==> src/rtl/mem_arbiter_pkg.sv <==
// Shared types and constants for the IFU/LSU memory arbiter.
// Holds the FSM state encoding, owner ids and the response-error encoding.
package mem_arbiter_pkg;

    typedef enum logic [1:0] {
        IDLE = 2'd0,
        REQ  = 2'd1,
        RESP = 2'd2,
        ERR  = 2'd3
    } ArbState;

    localparam logic OWNER_IFU = 1'b0;
    localparam logic OWNER_LSU = 1'b1;

    localparam logic RESP_OK  = 1'b0;
    localparam logic RESP_ERR = 1'b1;

    // A disabled timeout (0) still needs a one-bit timer to keep the RTL legal.
    function automatic int timerWidth(input int timeout);
        return (timeout > 0) ? $clog2(timeout + 1) : 1;
    endfunction

endpackage

==> src/rtl/mem_arbiter_if.sv <==
// Bundle of the IFU, LSU and shared-memory handshake signals around the arbiter.
// The master modport is the arbiter's view; slave is the view of its surroundings.
interface mem_arbiter_if #(
    parameter int AW = 32,
    parameter int DW = 32
);
    logic            ifu_req_valid;
    logic            ifu_req_ready;
    logic [AW-1:0]   ifu_addr;
    logic            ifu_resp_valid;
    logic            ifu_resp_ready;
    logic [DW-1:0]   ifu_rdata;
    logic            ifu_resp_err;

    logic            lsu_req_valid;
    logic            lsu_req_ready;
    logic [AW-1:0]   lsu_addr;
    logic            lsu_we;
    logic [DW-1:0]   lsu_wdata;
    logic [DW/8-1:0] lsu_wmask;
    logic            lsu_resp_valid;
    logic            lsu_resp_ready;
    logic [DW-1:0]   lsu_rdata;
    logic            lsu_resp_err;

    logic            s_req_valid;
    logic            s_req_ready;
    logic [AW-1:0]   s_addr;
    logic            s_we;
    logic [DW-1:0]   s_wdata;
    logic [DW/8-1:0] s_wmask;
    logic            s_resp_valid;
    logic            s_resp_ready;
    logic [DW-1:0]   s_rdata;
    logic            s_resp_err;

    modport master (
        input  ifu_req_valid, ifu_addr, ifu_resp_ready,
        input  lsu_req_valid, lsu_addr, lsu_we, lsu_wdata, lsu_wmask, lsu_resp_ready,
        input  s_req_ready, s_resp_valid, s_rdata, s_resp_err,
        output ifu_req_ready, ifu_resp_valid, ifu_rdata, ifu_resp_err,
        output lsu_req_ready, lsu_resp_valid, lsu_rdata, lsu_resp_err,
        output s_req_valid, s_addr, s_we, s_wdata, s_wmask, s_resp_ready
    );

    modport slave (
        output ifu_req_valid, ifu_addr, ifu_resp_ready,
        output lsu_req_valid, lsu_addr, lsu_we, lsu_wdata, lsu_wmask, lsu_resp_ready,
        output s_req_ready, s_resp_valid, s_rdata, s_resp_err,
        input  ifu_req_ready, ifu_resp_valid, ifu_rdata, ifu_resp_err,
        input  lsu_req_ready, lsu_resp_valid, lsu_rdata, lsu_resp_err,
        input  s_req_valid, s_addr, s_we, s_wdata, s_wmask, s_resp_ready
    );

endinterface

==> src/rtl/mem_arbiter_rr_pick2.sv <==
// Two-way round-robin selector: a lone requester wins, a tie goes to the
// requester that was not granted last (last: 0 = req[0], 1 = req[1]).
module rr_pick2 (
    input  logic [1:0] req,
    input  logic       last,
    output logic [1:0] gnt
);

    always_comb begin
        gnt = req;
        if (req == 2'b11) begin
            gnt = last ? 2'b01 : 2'b10;
        end
    end

endmodule

==> src/rtl/mem_arbiter.sv <==
// Shares one valid/ready memory port between the IFU and the LSU, one
// transaction at a time, with a per-phase timeout that turns a stuck slave into an error.
module mem_arbiter
    import mem_arbiter_pkg::*;
#(
    parameter int AW      = 32,
    parameter int DW      = 32,
    parameter int TIMEOUT = 255
) (
    input  logic          clk,
    input  logic          rst,
    mem_arbiter_if.master bus
);

    localparam int TW = timerWidth(TIMEOUT);
    localparam int MW = DW / 8;

    ArbState         state;
    ArbState         stateNext;
    logic            owner;
    logic            lastGrant;
    logic [TW-1:0]   timer;
    logic [AW-1:0]   holdAddr;
    logic            holdWe;
    logic [DW-1:0]   holdWdata;
    logic [MW-1:0]   holdWmask;

    logic [1:0]      gnt;
    logic            winner;
    logic            latchReq;
    logic            timerClear;
    logic            timerExpired;

    // Bit 0 is the IFU and bit 1 the LSU, matching the OWNER_* encoding.
    rr_pick2 picker (
        .req  ({bus.lsu_req_valid, bus.ifu_req_valid}),
        .last (lastGrant),
        .gnt  (gnt)
    );

    assign winner       = gnt[1] ? OWNER_LSU : OWNER_IFU;
    assign timerExpired = (TIMEOUT != 0) && (timer == TW'(TIMEOUT - 1));

    // State and holding registers; the IFU never writes, so its we/wdata/wmask are zeroed.
    always_ff @(posedge clk or negedge rst) begin
        if (!rst) begin
            state     <= IDLE;
            owner     <= OWNER_IFU;
            lastGrant <= OWNER_LSU;
            timer     <= '0;
            holdAddr  <= '0;
            holdWe    <= 1'b0;
            holdWdata <= '0;
            holdWmask <= '0;
        end else begin
            state <= stateNext;
            if (latchReq) begin
                owner     <= winner;
                lastGrant <= winner;
                holdAddr  <= (winner == OWNER_LSU) ? bus.lsu_addr : bus.ifu_addr;
                holdWe    <= (winner == OWNER_LSU) && bus.lsu_we;
                holdWdata <= (winner == OWNER_LSU) ? bus.lsu_wdata : '0;
                holdWmask <= (winner == OWNER_LSU) ? bus.lsu_wmask : '0;
            end
            if (latchReq || timerClear) begin
                timer <= '0;
            end else if ((state == REQ || state == RESP) && (timer != '1)) begin
                timer <= timer + TW'(1);
            end
        end
    end

    // Next state and all handshake outputs; request readiness is held low while in reset.
    always_comb begin
        stateNext          = state;
        latchReq           = 1'b0;
        timerClear         = 1'b0;

        bus.ifu_req_ready  = 1'b0;
        bus.ifu_resp_valid = 1'b0;
        bus.ifu_rdata      = '0;
        bus.ifu_resp_err   = RESP_OK;
        bus.lsu_req_ready  = 1'b0;
        bus.lsu_resp_valid = 1'b0;
        bus.lsu_rdata      = '0;
        bus.lsu_resp_err   = RESP_OK;
        bus.s_req_valid    = 1'b0;
        bus.s_resp_ready   = 1'b0;
        bus.s_addr         = holdAddr;
        bus.s_we           = holdWe;
        bus.s_wdata        = holdWdata;
        bus.s_wmask        = holdWmask;

        unique case (state)
            IDLE: begin
                bus.ifu_req_ready = rst && gnt[0];
                bus.lsu_req_ready = rst && gnt[1];
                if (gnt != 2'b00) begin
                    latchReq  = 1'b1;
                    stateNext = REQ;
                end
            end
            REQ: begin
                bus.s_req_valid = 1'b1;
                if (bus.s_req_ready) begin
                    timerClear = 1'b1;
                    stateNext  = RESP;
                end else if (timerExpired) begin
                    stateNext = ERR;
                end
            end
            RESP: begin
                if (owner == OWNER_LSU) begin
                    bus.s_resp_ready   = bus.lsu_resp_ready;
                    bus.lsu_resp_valid = bus.s_resp_valid;
                    bus.lsu_rdata      = bus.s_rdata;
                    bus.lsu_resp_err   = bus.s_resp_err;
                end else begin
                    bus.s_resp_ready   = bus.ifu_resp_ready;
                    bus.ifu_resp_valid = bus.s_resp_valid;
                    bus.ifu_rdata      = bus.s_rdata;
                    bus.ifu_resp_err   = bus.s_resp_err;
                end
                if (bus.s_resp_valid && bus.s_resp_ready) begin
                    stateNext = IDLE;
                end else if (timerExpired) begin
                    stateNext = ERR;
                end
            end
            ERR: begin
                if (owner == OWNER_LSU) begin
                    bus.lsu_resp_valid = 1'b1;
                    bus.lsu_resp_err   = RESP_ERR;
                    if (bus.lsu_resp_ready) begin
                        stateNext = IDLE;
                    end
                end else begin
                    bus.ifu_resp_valid = 1'b1;
                    bus.ifu_resp_err   = RESP_ERR;
                    if (bus.ifu_resp_ready) begin
                        stateNext = IDLE;
                    end
                end
            end
            default: begin
                stateNext = IDLE;
            end
        endcase
    end

endmodule

==> src/flat_wrapper.sv <==
// flat-port wrapper written by rule: the top's interface ports become plain ports
module mem_arbiter_flat import mem_arbiter_pkg::*;
#(
    parameter int AW      = 32,
    parameter int DW      = 32,
    parameter int TIMEOUT = 255
)
  (clk, rst, bus_ifu_req_valid, bus_ifu_addr, bus_ifu_resp_ready, bus_lsu_req_valid, bus_lsu_addr, bus_lsu_we, bus_lsu_wdata, bus_lsu_wmask, bus_lsu_resp_ready, bus_s_req_ready, bus_s_resp_valid, bus_s_rdata, bus_s_resp_err, bus_ifu_req_ready, bus_ifu_resp_valid, bus_ifu_rdata, bus_ifu_resp_err, bus_lsu_req_ready, bus_lsu_resp_valid, bus_lsu_rdata, bus_lsu_resp_err, bus_s_req_valid, bus_s_addr, bus_s_we, bus_s_wdata, bus_s_wmask, bus_s_resp_ready);
  mem_arbiter_if #(.AW(AW), .DW(DW)) bus_i ();
  input  logic clk;
  input  logic rst;
  input wire logic [$bits(bus_i.ifu_req_valid)-1:0] bus_ifu_req_valid;
  input wire logic [$bits(bus_i.ifu_addr)-1:0] bus_ifu_addr;
  input wire logic [$bits(bus_i.ifu_resp_ready)-1:0] bus_ifu_resp_ready;
  input wire logic [$bits(bus_i.lsu_req_valid)-1:0] bus_lsu_req_valid;
  input wire logic [$bits(bus_i.lsu_addr)-1:0] bus_lsu_addr;
  input wire logic [$bits(bus_i.lsu_we)-1:0] bus_lsu_we;
  input wire logic [$bits(bus_i.lsu_wdata)-1:0] bus_lsu_wdata;
  input wire logic [$bits(bus_i.lsu_wmask)-1:0] bus_lsu_wmask;
  input wire logic [$bits(bus_i.lsu_resp_ready)-1:0] bus_lsu_resp_ready;
  input wire logic [$bits(bus_i.s_req_ready)-1:0] bus_s_req_ready;
  input wire logic [$bits(bus_i.s_resp_valid)-1:0] bus_s_resp_valid;
  input wire logic [$bits(bus_i.s_rdata)-1:0] bus_s_rdata;
  input wire logic [$bits(bus_i.s_resp_err)-1:0] bus_s_resp_err;
  output wire logic [$bits(bus_i.ifu_req_ready)-1:0] bus_ifu_req_ready;
  output wire logic [$bits(bus_i.ifu_resp_valid)-1:0] bus_ifu_resp_valid;
  output wire logic [$bits(bus_i.ifu_rdata)-1:0] bus_ifu_rdata;
  output wire logic [$bits(bus_i.ifu_resp_err)-1:0] bus_ifu_resp_err;
  output wire logic [$bits(bus_i.lsu_req_ready)-1:0] bus_lsu_req_ready;
  output wire logic [$bits(bus_i.lsu_resp_valid)-1:0] bus_lsu_resp_valid;
  output wire logic [$bits(bus_i.lsu_rdata)-1:0] bus_lsu_rdata;
  output wire logic [$bits(bus_i.lsu_resp_err)-1:0] bus_lsu_resp_err;
  output wire logic [$bits(bus_i.s_req_valid)-1:0] bus_s_req_valid;
  output wire logic [$bits(bus_i.s_addr)-1:0] bus_s_addr;
  output wire logic [$bits(bus_i.s_we)-1:0] bus_s_we;
  output wire logic [$bits(bus_i.s_wdata)-1:0] bus_s_wdata;
  output wire logic [$bits(bus_i.s_wmask)-1:0] bus_s_wmask;
  output wire logic [$bits(bus_i.s_resp_ready)-1:0] bus_s_resp_ready;
  assign bus_i.ifu_req_valid = bus_ifu_req_valid;
  assign bus_i.ifu_addr = bus_ifu_addr;
  assign bus_i.ifu_resp_ready = bus_ifu_resp_ready;
  assign bus_i.lsu_req_valid = bus_lsu_req_valid;
  assign bus_i.lsu_addr = bus_lsu_addr;
  assign bus_i.lsu_we = bus_lsu_we;
  assign bus_i.lsu_wdata = bus_lsu_wdata;
  assign bus_i.lsu_wmask = bus_lsu_wmask;
  assign bus_i.lsu_resp_ready = bus_lsu_resp_ready;
  assign bus_i.s_req_ready = bus_s_req_ready;
  assign bus_i.s_resp_valid = bus_s_resp_valid;
  assign bus_i.s_rdata = bus_s_rdata;
  assign bus_i.s_resp_err = bus_s_resp_err;
  assign bus_ifu_req_ready = bus_i.ifu_req_ready;
  assign bus_ifu_resp_valid = bus_i.ifu_resp_valid;
  assign bus_ifu_rdata = bus_i.ifu_rdata;
  assign bus_ifu_resp_err = bus_i.ifu_resp_err;
  assign bus_lsu_req_ready = bus_i.lsu_req_ready;
  assign bus_lsu_resp_valid = bus_i.lsu_resp_valid;
  assign bus_lsu_rdata = bus_i.lsu_rdata;
  assign bus_lsu_resp_err = bus_i.lsu_resp_err;
  assign bus_s_req_valid = bus_i.s_req_valid;
  assign bus_s_addr = bus_i.s_addr;
  assign bus_s_we = bus_i.s_we;
  assign bus_s_wdata = bus_i.s_wdata;
  assign bus_s_wmask = bus_i.s_wmask;
  assign bus_s_resp_ready = bus_i.s_resp_ready;
  mem_arbiter #(.AW(AW), .DW(DW), .TIMEOUT(TIMEOUT)) u_core (.clk(clk), .rst(rst), .bus(bus_i));
endmodule
==> config.mk <==
export PLATFORM = sky130hd
export DESIGN_NAME = mem_arbiter_flat
export DESIGN_NICKNAME = d
export VERILOG_FILES = /design/src/rtl/mem_arbiter_pkg.sv /design/src/rtl/mem_arbiter_if.sv /design/src/rtl/mem_arbiter_rr_pick2.sv /design/src/rtl/mem_arbiter.sv /design/src/flat_wrapper.sv
export SDC_FILE = /design/constraint.sdc
export NUM_CORES = 1
export LEC_CHECK = 0
export ABC_AREA = 1
export BUFFER_PORTS_ARGS = -buffer_cell sky130_fd_sc_hd__buf_4
export CAP_MARGIN = 20
export CORE_AREA = 8 8 129 131
export CTS_CLUSTER_SIZE = 24
export DETAILED_ROUTE_END_ITERATION = 10
export DIE_AREA = 0 0 137 139
export PLACE_DENSITY = 0.72
export SLEW_MARGIN = 20
export SYNTH_ARGS = -nofsm -noshare
export SYNTH_HDL_FRONTEND = slang
export SYNTH_SLANG_ARGS = --single-unit
==> constraint.sdc <==
create_clock -name clk -period 1.4 [get_ports clk]
set_clock_uncertainty 0.05 [all_clocks]
set_input_delay 0.07 -clock clk [delete_from_list [all_inputs] [get_ports clk]]
set_output_delay 0.07 -clock clk [all_outputs]
set_load 0.005 [all_outputs]
==> flow_metrics.py, run 1 <==
metrics = {
    "finish": {
        "syn_to_final_growth_pct": 140,
        "fin_util_pct": 70.0,
        "drive_above_1_share_pct": 54.9,
        "register_area_um2": 2030,
        "fillers": 961,
        "stdcell_area_um2": 10300,
        "layout.cells.non_filler": 1214,
        "multiInputGateArea_um2": 2800,
        "fin_nets": 1168,
    },
    "clock_network": {
        "cts-root-buf": "clkbuf_16",
        "h-tree-depth": 3,
        "cts_tree": "done",
        "numCtsBuffers": 9,
        "cts_sinks": 81,
        "clock_path_buffers": 2,
        "clk_latency_ns": 0.34,
        "cts.clk_slew.worst_paths_ns": 0.06,
    },
    "die": {
        "initial_core_util_pct": 29.1,
        "die_y_um": 139,
        "core_area_um2": 14800,
        "die_area_um2": 19000,
        "die_x_um": 137,
        "rows": 45,
        "ios": 283,
    },
    "global_route": {
        "grt_pass1_wl_mm": 33.6,
        "grt_pass1_vias": 6253,
        "grt_overflow": 0,
        "grtUsageTotal_pct": 22.5,
        "antenna_found_initial": 1,
        "grt_max_degree": 82,
    },
    "setup_path": {
        "regToRegStartpoint": "u_core.state[0]",
        "setup.worst_path.start": "u_core.state[0]",
        "rrSetupSlack_ns": -0.33,
        "cp-start-kind": "flip-flop",
        "worstReg2RegEnd": "u_core.bus.s_addr[31]",
        "crit_fanout": 16,
        "arrival_ns": 1.65,
        "crit_path_end_kind": "primary output",
        "crit_path_end": "bus_ifu_rdata[13]",
        "r2r.worst_path.cells": 10,
        "crit_type": "reg2out",
        "worstPathRequired_ns": 1.28,
    },
    "route": {
        "detail-route-antenna-nets": 0,
        "drt_iter0_drc": 327,
        "dr.pass1.iters": 5,
        "wl_per_cell_um": 19.6,
        "wirelength_mm": 23.8,
        "post-route-drc-count": 0,
        "vias_per_cell": 4.94,
        "num_vias": 5996,
    },
    "synth": {
        "ys_seq_area_share_pct": 47.2,
        "synth_seq_cells": 81,
        "syn-cell-area_um2": 4290,
        "synth_area_leaders": "dfrtp_1 (47%), nand3_1 (10%), nor2_1 (9.8%), inv_1 (8.0%), nand2_1 (6.3%)",
        "syn-num-nets": 725,
        "yosysWarnings": 0,
        "synth_top_area_share_pct": 46.6,
        "synth_top_area_cell": "dfrtp_1",
        "syn_avg_cell_area_um2": 7.44,
        "postSynthCellCount": 577,
        "ys_types": 25,
    },
    "hold_path": {
        "hold_path.class": "in2reg",
        "min-delay-start": "bus_s_req_ready",
    },
    "sta": {
        "setup_viol": 152,
        "hold_slack_ns": 0.0703,
        "fin_crit_sh_pct": 127,
        "timing.fmax_ghz": 0.564,
        "worst_slew_pin_slew_ns": 0.451,
        "maxSlewViolCount": 0,
        "max_slew_margin_pct": 69.9,
        "fin_crit_ns": 1.77,
        "setup_ws_ns": -0.374,
        "final-hold-violation-count": 0,
        "setup_tns_ns": -37.02,
        "rsz0062_at_grt": "true",
    },
    "status": {
        "status": "complete, but fails checks",
        "violations": "setup timing",
    },
    "power_and_ir_drop": {
        "p_total_mw": 17.8,
        "p_per_area_nw_per_um2": 1720,
        "ir_drop_uv": 1520,
        "static-leakage-power_nw": 5.04,
    },
    "place": {
        "portBuffers": 282,
        "routabilityCongestion": 0.784,
        "pre_cts_ws_ns": -0.0649,
        "dp_cells": 1042,
        "dpl.hpwl_mm": 11.7,
        "dpl_cell_area_um2": 6790,
    },
    "flow_run": {
        "cap_viol_max_count": 0,
    },
}
-- area by class of cell --
class                      count  share of cell area [%]
antenna                        1                  0.0242
clock inverter                 4                   0.279
multi-input combinational    368                    27.1
tap                          188                    2.28
clock buffer                  12                    2.39
sequential                    81                    19.7
inverter                      92                    3.35
timing repair buffer         468                    44.9
-- kinds of logic (layout without fill, tap and decap cells) --
| kind of cell | after synthesis | after routing | share of synthesized area, % |
|---|---|---|---|
| xor gates and xnor gates | 2 | 2 | 0.408 |
| buffers and inverters | 128 | 576 | 12.3 |
| and+or+nand+nor | 285 | 285 | 28.5 |
| other | 0 | 1 | 0 |
| adders and majority gates | 6 | 6 | 1.75 |
| AOI/OAI and AO/OA | 75 | 75 | 9.79 |
| DFF | 81 | 81 | 47.2 |
-- worst min-delay path by stage --
stage | endpoint | depth (start not counted)
2_1_floorplan | u_core.bus.s_addr[0] | 0
3_3_place_gp | u_core.bus.s_wdata[29] | 2
6_report | u_core.state[0] | 5
3_5_place_dp | u_core.bus.s_wdata[30] | 2
4_1_cts | u_core.state[0] | 5
5_1_grt | u_core.state[0] | 5
-- where the power goes --
part           switching [mW]  leakage [nW]  internal, mW
Clock                    1.01         0.129          1.25
Combinational            5.10          3.91          6.00
Sequential              0.936         0.995          3.46
Total                    7.05          5.04          10.7
-- critical path, cell delays in order (launching register included) --
cell and delay, ns:
dfrtp_1 0.39, inv_2 0.07, buf_6 0.10, ha_4 0.19
nand2_4 0.10, clkbuf_16 0.19, nor2_1 0.13, buf_4 0.14
-- placed cells by master, fill, tap and decap left out, drive strengths merged --
| master | synthesis | routed |
|---|---|---|
| o21ai | 39 | 39 |
| ha | 6 | 6 |
| nand3b | 4 | 4 |
| nand4 | 3 | 3 |
| nand2 | 76 | 76 |
| clkinv | 0 | 2 |
| nand3 | 87 | 87 |
| nor2 | 114 | 114 |
| clkinvlp | 0 | 2 |
| dfrtp | 80 | 80 |
| dlygate4sd3 | 0 | 102 |
| dfstp | 1 | 1 |
| clkbuf | 17 | 16 |
| a21oi | 2 | 2 |
| inv | 92 | 92 |
| a21boi | 2 | 2 |
| diode | 0 | 1 |
| a31oi | 32 | 32 |
| buf | 19 | 362 |
| xor2 | 2 | 2 |
| or2 | 1 | 1 |
-- what timing repair did --
| item | 4_1_cts | 5_1_grt |
|---|---|---|
| pin swaps | 26 | 15 |
| hold endpoints to repair | 149 | 0 |
| setup buffers | 28 | 13 |
| endpoints found under the setup margin | 148 | 153 |
| resized for setup | 195 | 197 |
| hold buffers | 102 | 0 |
| cloned | 25 | 4 |
-- synth_stat cells --
cell type and n:
a21boi_0 2, a21oi_1 2, a31oi_1 32, buf_1 1, buf_2 12, buf_4 3
buf_6 3, clkbuf_1 17, dfrtp_1 80, dfstp_2 1, ha_1 6, inv_1 91
inv_2 1, nand2_1 72, nand2_2 4, nand3_1 86, nand3_2 1, nand3b_1 4
nand4_1 3, nor2_1 112, nor2_2 2, o21ai_0 38, o21ai_1 1, or2_2 1
xor2_1 2
-- flip-flops by register name (all words and copies together), names as in the netlist --
signal,cells
u_core.lastGrant,1
u_core.bus.s_wmask,4
u_core.owner,1
u_core.bus.s_wdata,32
u_core.bus.s_addr,32
u_core.bus.s_we,1
u_core.state,2
u_core.timer,8
-- metal layers --
layer  share of wire (%)  vias up  track usage (%)
li1                    -     2744                -
met1                  36     2891             24.3
met2                  53      296             39.1
met3                 7.4       65             6.30
met4                 3.4        0             11.0
met5                   0        -                0
No activity file was read; power rests on OpenSTA's default activity.
==> inputs of run 2 (changes only) <==
SLEW_MARGIN = default   (was 20)
SYNTH_HIERARCHICAL = 1   (was default)
==> run 2 against run 1 <==
  * Register-to-register slack worse by 0.04 ns
  * Critical endpoint is now bus_ifu_rdata[5]
  * Sequential share of layout area up 1.0 points
  * Largest power group unchanged
  * Largest cell class unchanged
  * Utilization is 3.4 points lower
  * First-iteration DRC count is 34% lower
  * The flow still finishes with violations (setup timing)
  * Wire length shrank 5.3%
  * Combinational power about the same
  * Maximum frequency fell by 0.90%
  * Highest routed layer unchanged
  * Global-route usage down 0.94 points
  * Synthesized area shrank 0.93%
==> flow_metrics.py, run 2 <==
metrics = {
    "synth": {
        "synth_edf_count": 0,
        "async_reset_ff_share_pct": 100,
        "synth_top_area_cell": "dfrtp_1",
        "synth_seq_cells": 81,
        "synth_area_leaders": "dfrtp_1 (47%), nand2_1 (17%), nor2_1 (9.4%), nand3_1 (5.9%), inv_1 (4.8%)",
        "syn-cell-area_um2": 4250,
        "yosysWarnings": 6,
        "syn-num-nets": 730,
        "ys_seq_area_share_pct": 47.7,
        "synth_top_area_share_pct": 47.1,
        "ys.flop_type": "dfrtp_1",
        "syn_avg_cell_area_um2": 7.31,
        "yosysMostFrequentCell": "nand2_1",
        "postSynthCellCount": 582,
        "synth_common_cells": "nand2_1 (192), nor2_1 (106), dfrtp_1 (80)",
        "ys_types": 27,
    },
    "die": {
        "die_x_um": 137,
        "core_area_um2": 14800,
        "ios": 283,
        "die_y_um": 139,
        "rows": 45,
        "initial_core_util_pct": 28.8,
        "die_area_um2": 19000,
    },
    "setup_path": {
        "crit_fanout": 6,
        "rrSetupSlack_ns": -0.37,
        "worstPathRequired_ns": 1.28,
        "arrival_ns": 1.67,
        "crit_path_end_kind": "primary output",
        "cp-start-kind": "flip-flop",
        "crit_type": "reg2out",
    },
    "route": {
        "dr.pass1.iters": 5,
        "wl_per_cell_um": 18.5,
        "num_vias": 5887,
        "detail-route-antenna-nets": 0,
        "post-route-drc-count": 0,
        "vias_per_cell": 4.84,
        "wirelength_mm": 22.5,
        "drt_iter0_drc": 216,
    },
    "sta": {
        "timing.fmax_ghz": 0.559,
        "setup_viol": 153,
        "setup_ws_ns": -0.390,
        "fin_crit_sh_pct": 128,
        "maxSlewViolCount": 0,
        "rsz0062_at_grt": "true",
        "fin_crit_ns": 1.79,
        "worst_slew_pin_slew_ns": 0.430,
        "final-hold-violation-count": 0,
        "max_slew_margin_pct": 71.4,
        "hold_slack_ns": 0.0342,
    },
    "place": {
        "pre_cts_ws_ns": -0.210,
        "routabilityCongestion": 0.767,
        "dpl.hpwl_mm": 12.6,
        "portBuffers": 282,
        "dp_cells": 1060,
    },
    "global_route": {
        "grt_pass1_vias": 6286,
        "grtUsageTotal_pct": 21.5,
        "grt_pass1_wl_mm": 32.5,
        "antenna_found_initial": 2,
        "grt_overflow": 0,
        "grt_max_degree": 75,
    },
    "power_and_ir_drop": {
        "static-leakage-power_nw": 4.93,
        "intPower_mw": 10.7,
        "netSwitchingPower_mw": 6.89,
        "p_comb_share_pct": 61.0,
        "switching_share_pct": 39.1,
        "p_per_area_nw_per_um2": 1790,
        "seq_power_share_pct": 25.3,
        "clock_power_share_pct": 13.7,
        "ir_drop_uv": 1030,
        "p_total_mw": 17.6,
    },
    "finish": {
        "layout.cells.non_filler": 1217,
        "register_area_um2": 2030,
        "layout_common_cells": "buf_4 (286), nand2_1 (148), dlygate4sd3_1 (101)",
        "fillers": 1044,
        "drive_above_1_share_pct": 53.4,
        "multiInputGateArea_um2": 2640,
        "fin_nets": 1170,
        "fin_util_pct": 66.6,
        "syn_to_final_growth_pct": 131,
        "final_common_cell": "buf_4",
    },
    "clock_network": {
        "cts_tree": "done",
        "cts.clk_slew.worst_paths_ns": 0.06,
        "numCtsBuffers": 9,
        "clk_latency_ns": 0.34,
        "clock_path_buffers": 2,
        "cts-root-buf": "clkbuf_16",
        "h-tree-depth": 3,
        "cts_sinks": 81,
    },
    "flow_run": {
        "cap_viol_max_count": 0,
    },
    "status": {
        "violations": "setup timing",
        "status": "complete, but fails checks",
    },
    "hold_path": {
        "hold_path.class": "in2reg",
    },
}
==> run 2: cell count changes in the layout (fill, tap and decap cells not counted), sizes merged, moves of 3 or more <==
cell / before / now
buf: 362 / 357
clkbuf: 16 / 13
inv: 92 / 56
nand2: 76 / 193
nand3: 87 / 50
nand3b: 4 / 0
nor2: 114 / 111
o21ai: 39 / 4
o22ai: 0 / 4
==> run 2: final timing paths <==
| check | startpoint | endpoint | cells after the start |
|---|---|---|---|
| worst max-delay path | u_core/state[0] | bus_ifu_rdata[5] | 8 |
| worst min-delay path | bus_lsu_addr[28] | u_core/bus.s_addr[28] | 3 |
| worst max register to register | u_core/lastGrant | u_core/bus.s_wdata[30] | 10 |
| worst min register to register | u_core/bus.s_wdata[0] | u_core/bus.s_wdata[0] | 2 |
| max in group asynchronous | rst | u_core/bus.s_wdata[30] | 3 |
| min in group asynchronous | rst | u_core/state[1] | 2 |
==> run 2: cells by family (layout without fill, tap and decap cells) <==
family / count (synthesis) / in the layout / synth area share, %
buffers and inverters: 89 / 534 / 9.29
flip-flops: 81 / 81 / 47.7
XOR/XNOR: 3 / 3 / 0.618
AO/OA/AOI/OAI: 44 / 44 / 6.35
AND/OR/NAND/NOR: 359 / 359 / 34.3
other: 0 / 2 / 0
adder cells (fa/ha/maj): 6 / 6 / 1.76
==> run 2: power groups by stage <==
stage,clock [mW],combinational (mW),sequential (mW)
after detailed placement,0,6.54,4.12
after CTS,2.44,9.68,4.23
final,2.41,10.8,4.46
after floorplan,0,2.84,4.15
after global routing,2.53,11.4,4.57
after global placement,0,6.45,4.09
==> run 2: routing by layer <==
metal,up-vias,part of all wire [%],GRT usage [%]
li1,2704,-,-
met1,2789,34,21.9
met2,330,51,38.5
met3,64,11,7.25
met4,0,3.4,9.95
met5,-,0,0
==> run 2: metrics by stage <==
step | TNS, ns | cell area, um2
5_1_grt | -55.70 | 9820
3_3_place_gp | -11.34 | 6870
3_5_place_dp | -15.71 | 6870
4_1_cts | -44.50 | 9320
2_1_floorplan | -3.43 | 4280
6_report | -45.86 | 9820
==> run 2: timing repair <==
| action | 4_1_cts | 5_1_grt |
|---|---|---|
| hold buffers | 101 | 0 |
| endpoints found under the hold margin | 150 | 0 |
| pin swaps | 34 | 34 |
| buffers inserted | 22 | 8 |
| endpoints found under the setup margin | 152 | 153 |
| gates cloned | 16 | 3 |
| resized for setup | 142 | 155 |
==> run 2: cell type report <==
type                            instances  area share, %
Multi-Input combinational cell        412           26.9
Sequential cell                        81           20.7
Inverter                               56           2.42
Timing Repair Buffer                  462           44.6
Clock inverter                          5          0.560
Antenna cell                            2         0.0509
Tap cell                              188           2.39
Clock buffer                           11           2.47
==> run 2: worst max-delay path, cell delays in order, from the launching register on <==
cell and delay [ns]:
dfrtp_1 0.40, inv_2 0.09, buf_6 0.10, ha_4 0.17, nand2_8 0.08, buf_12 0.15
buf_6 0.12, nor2_2 0.10, buf_4 0.11
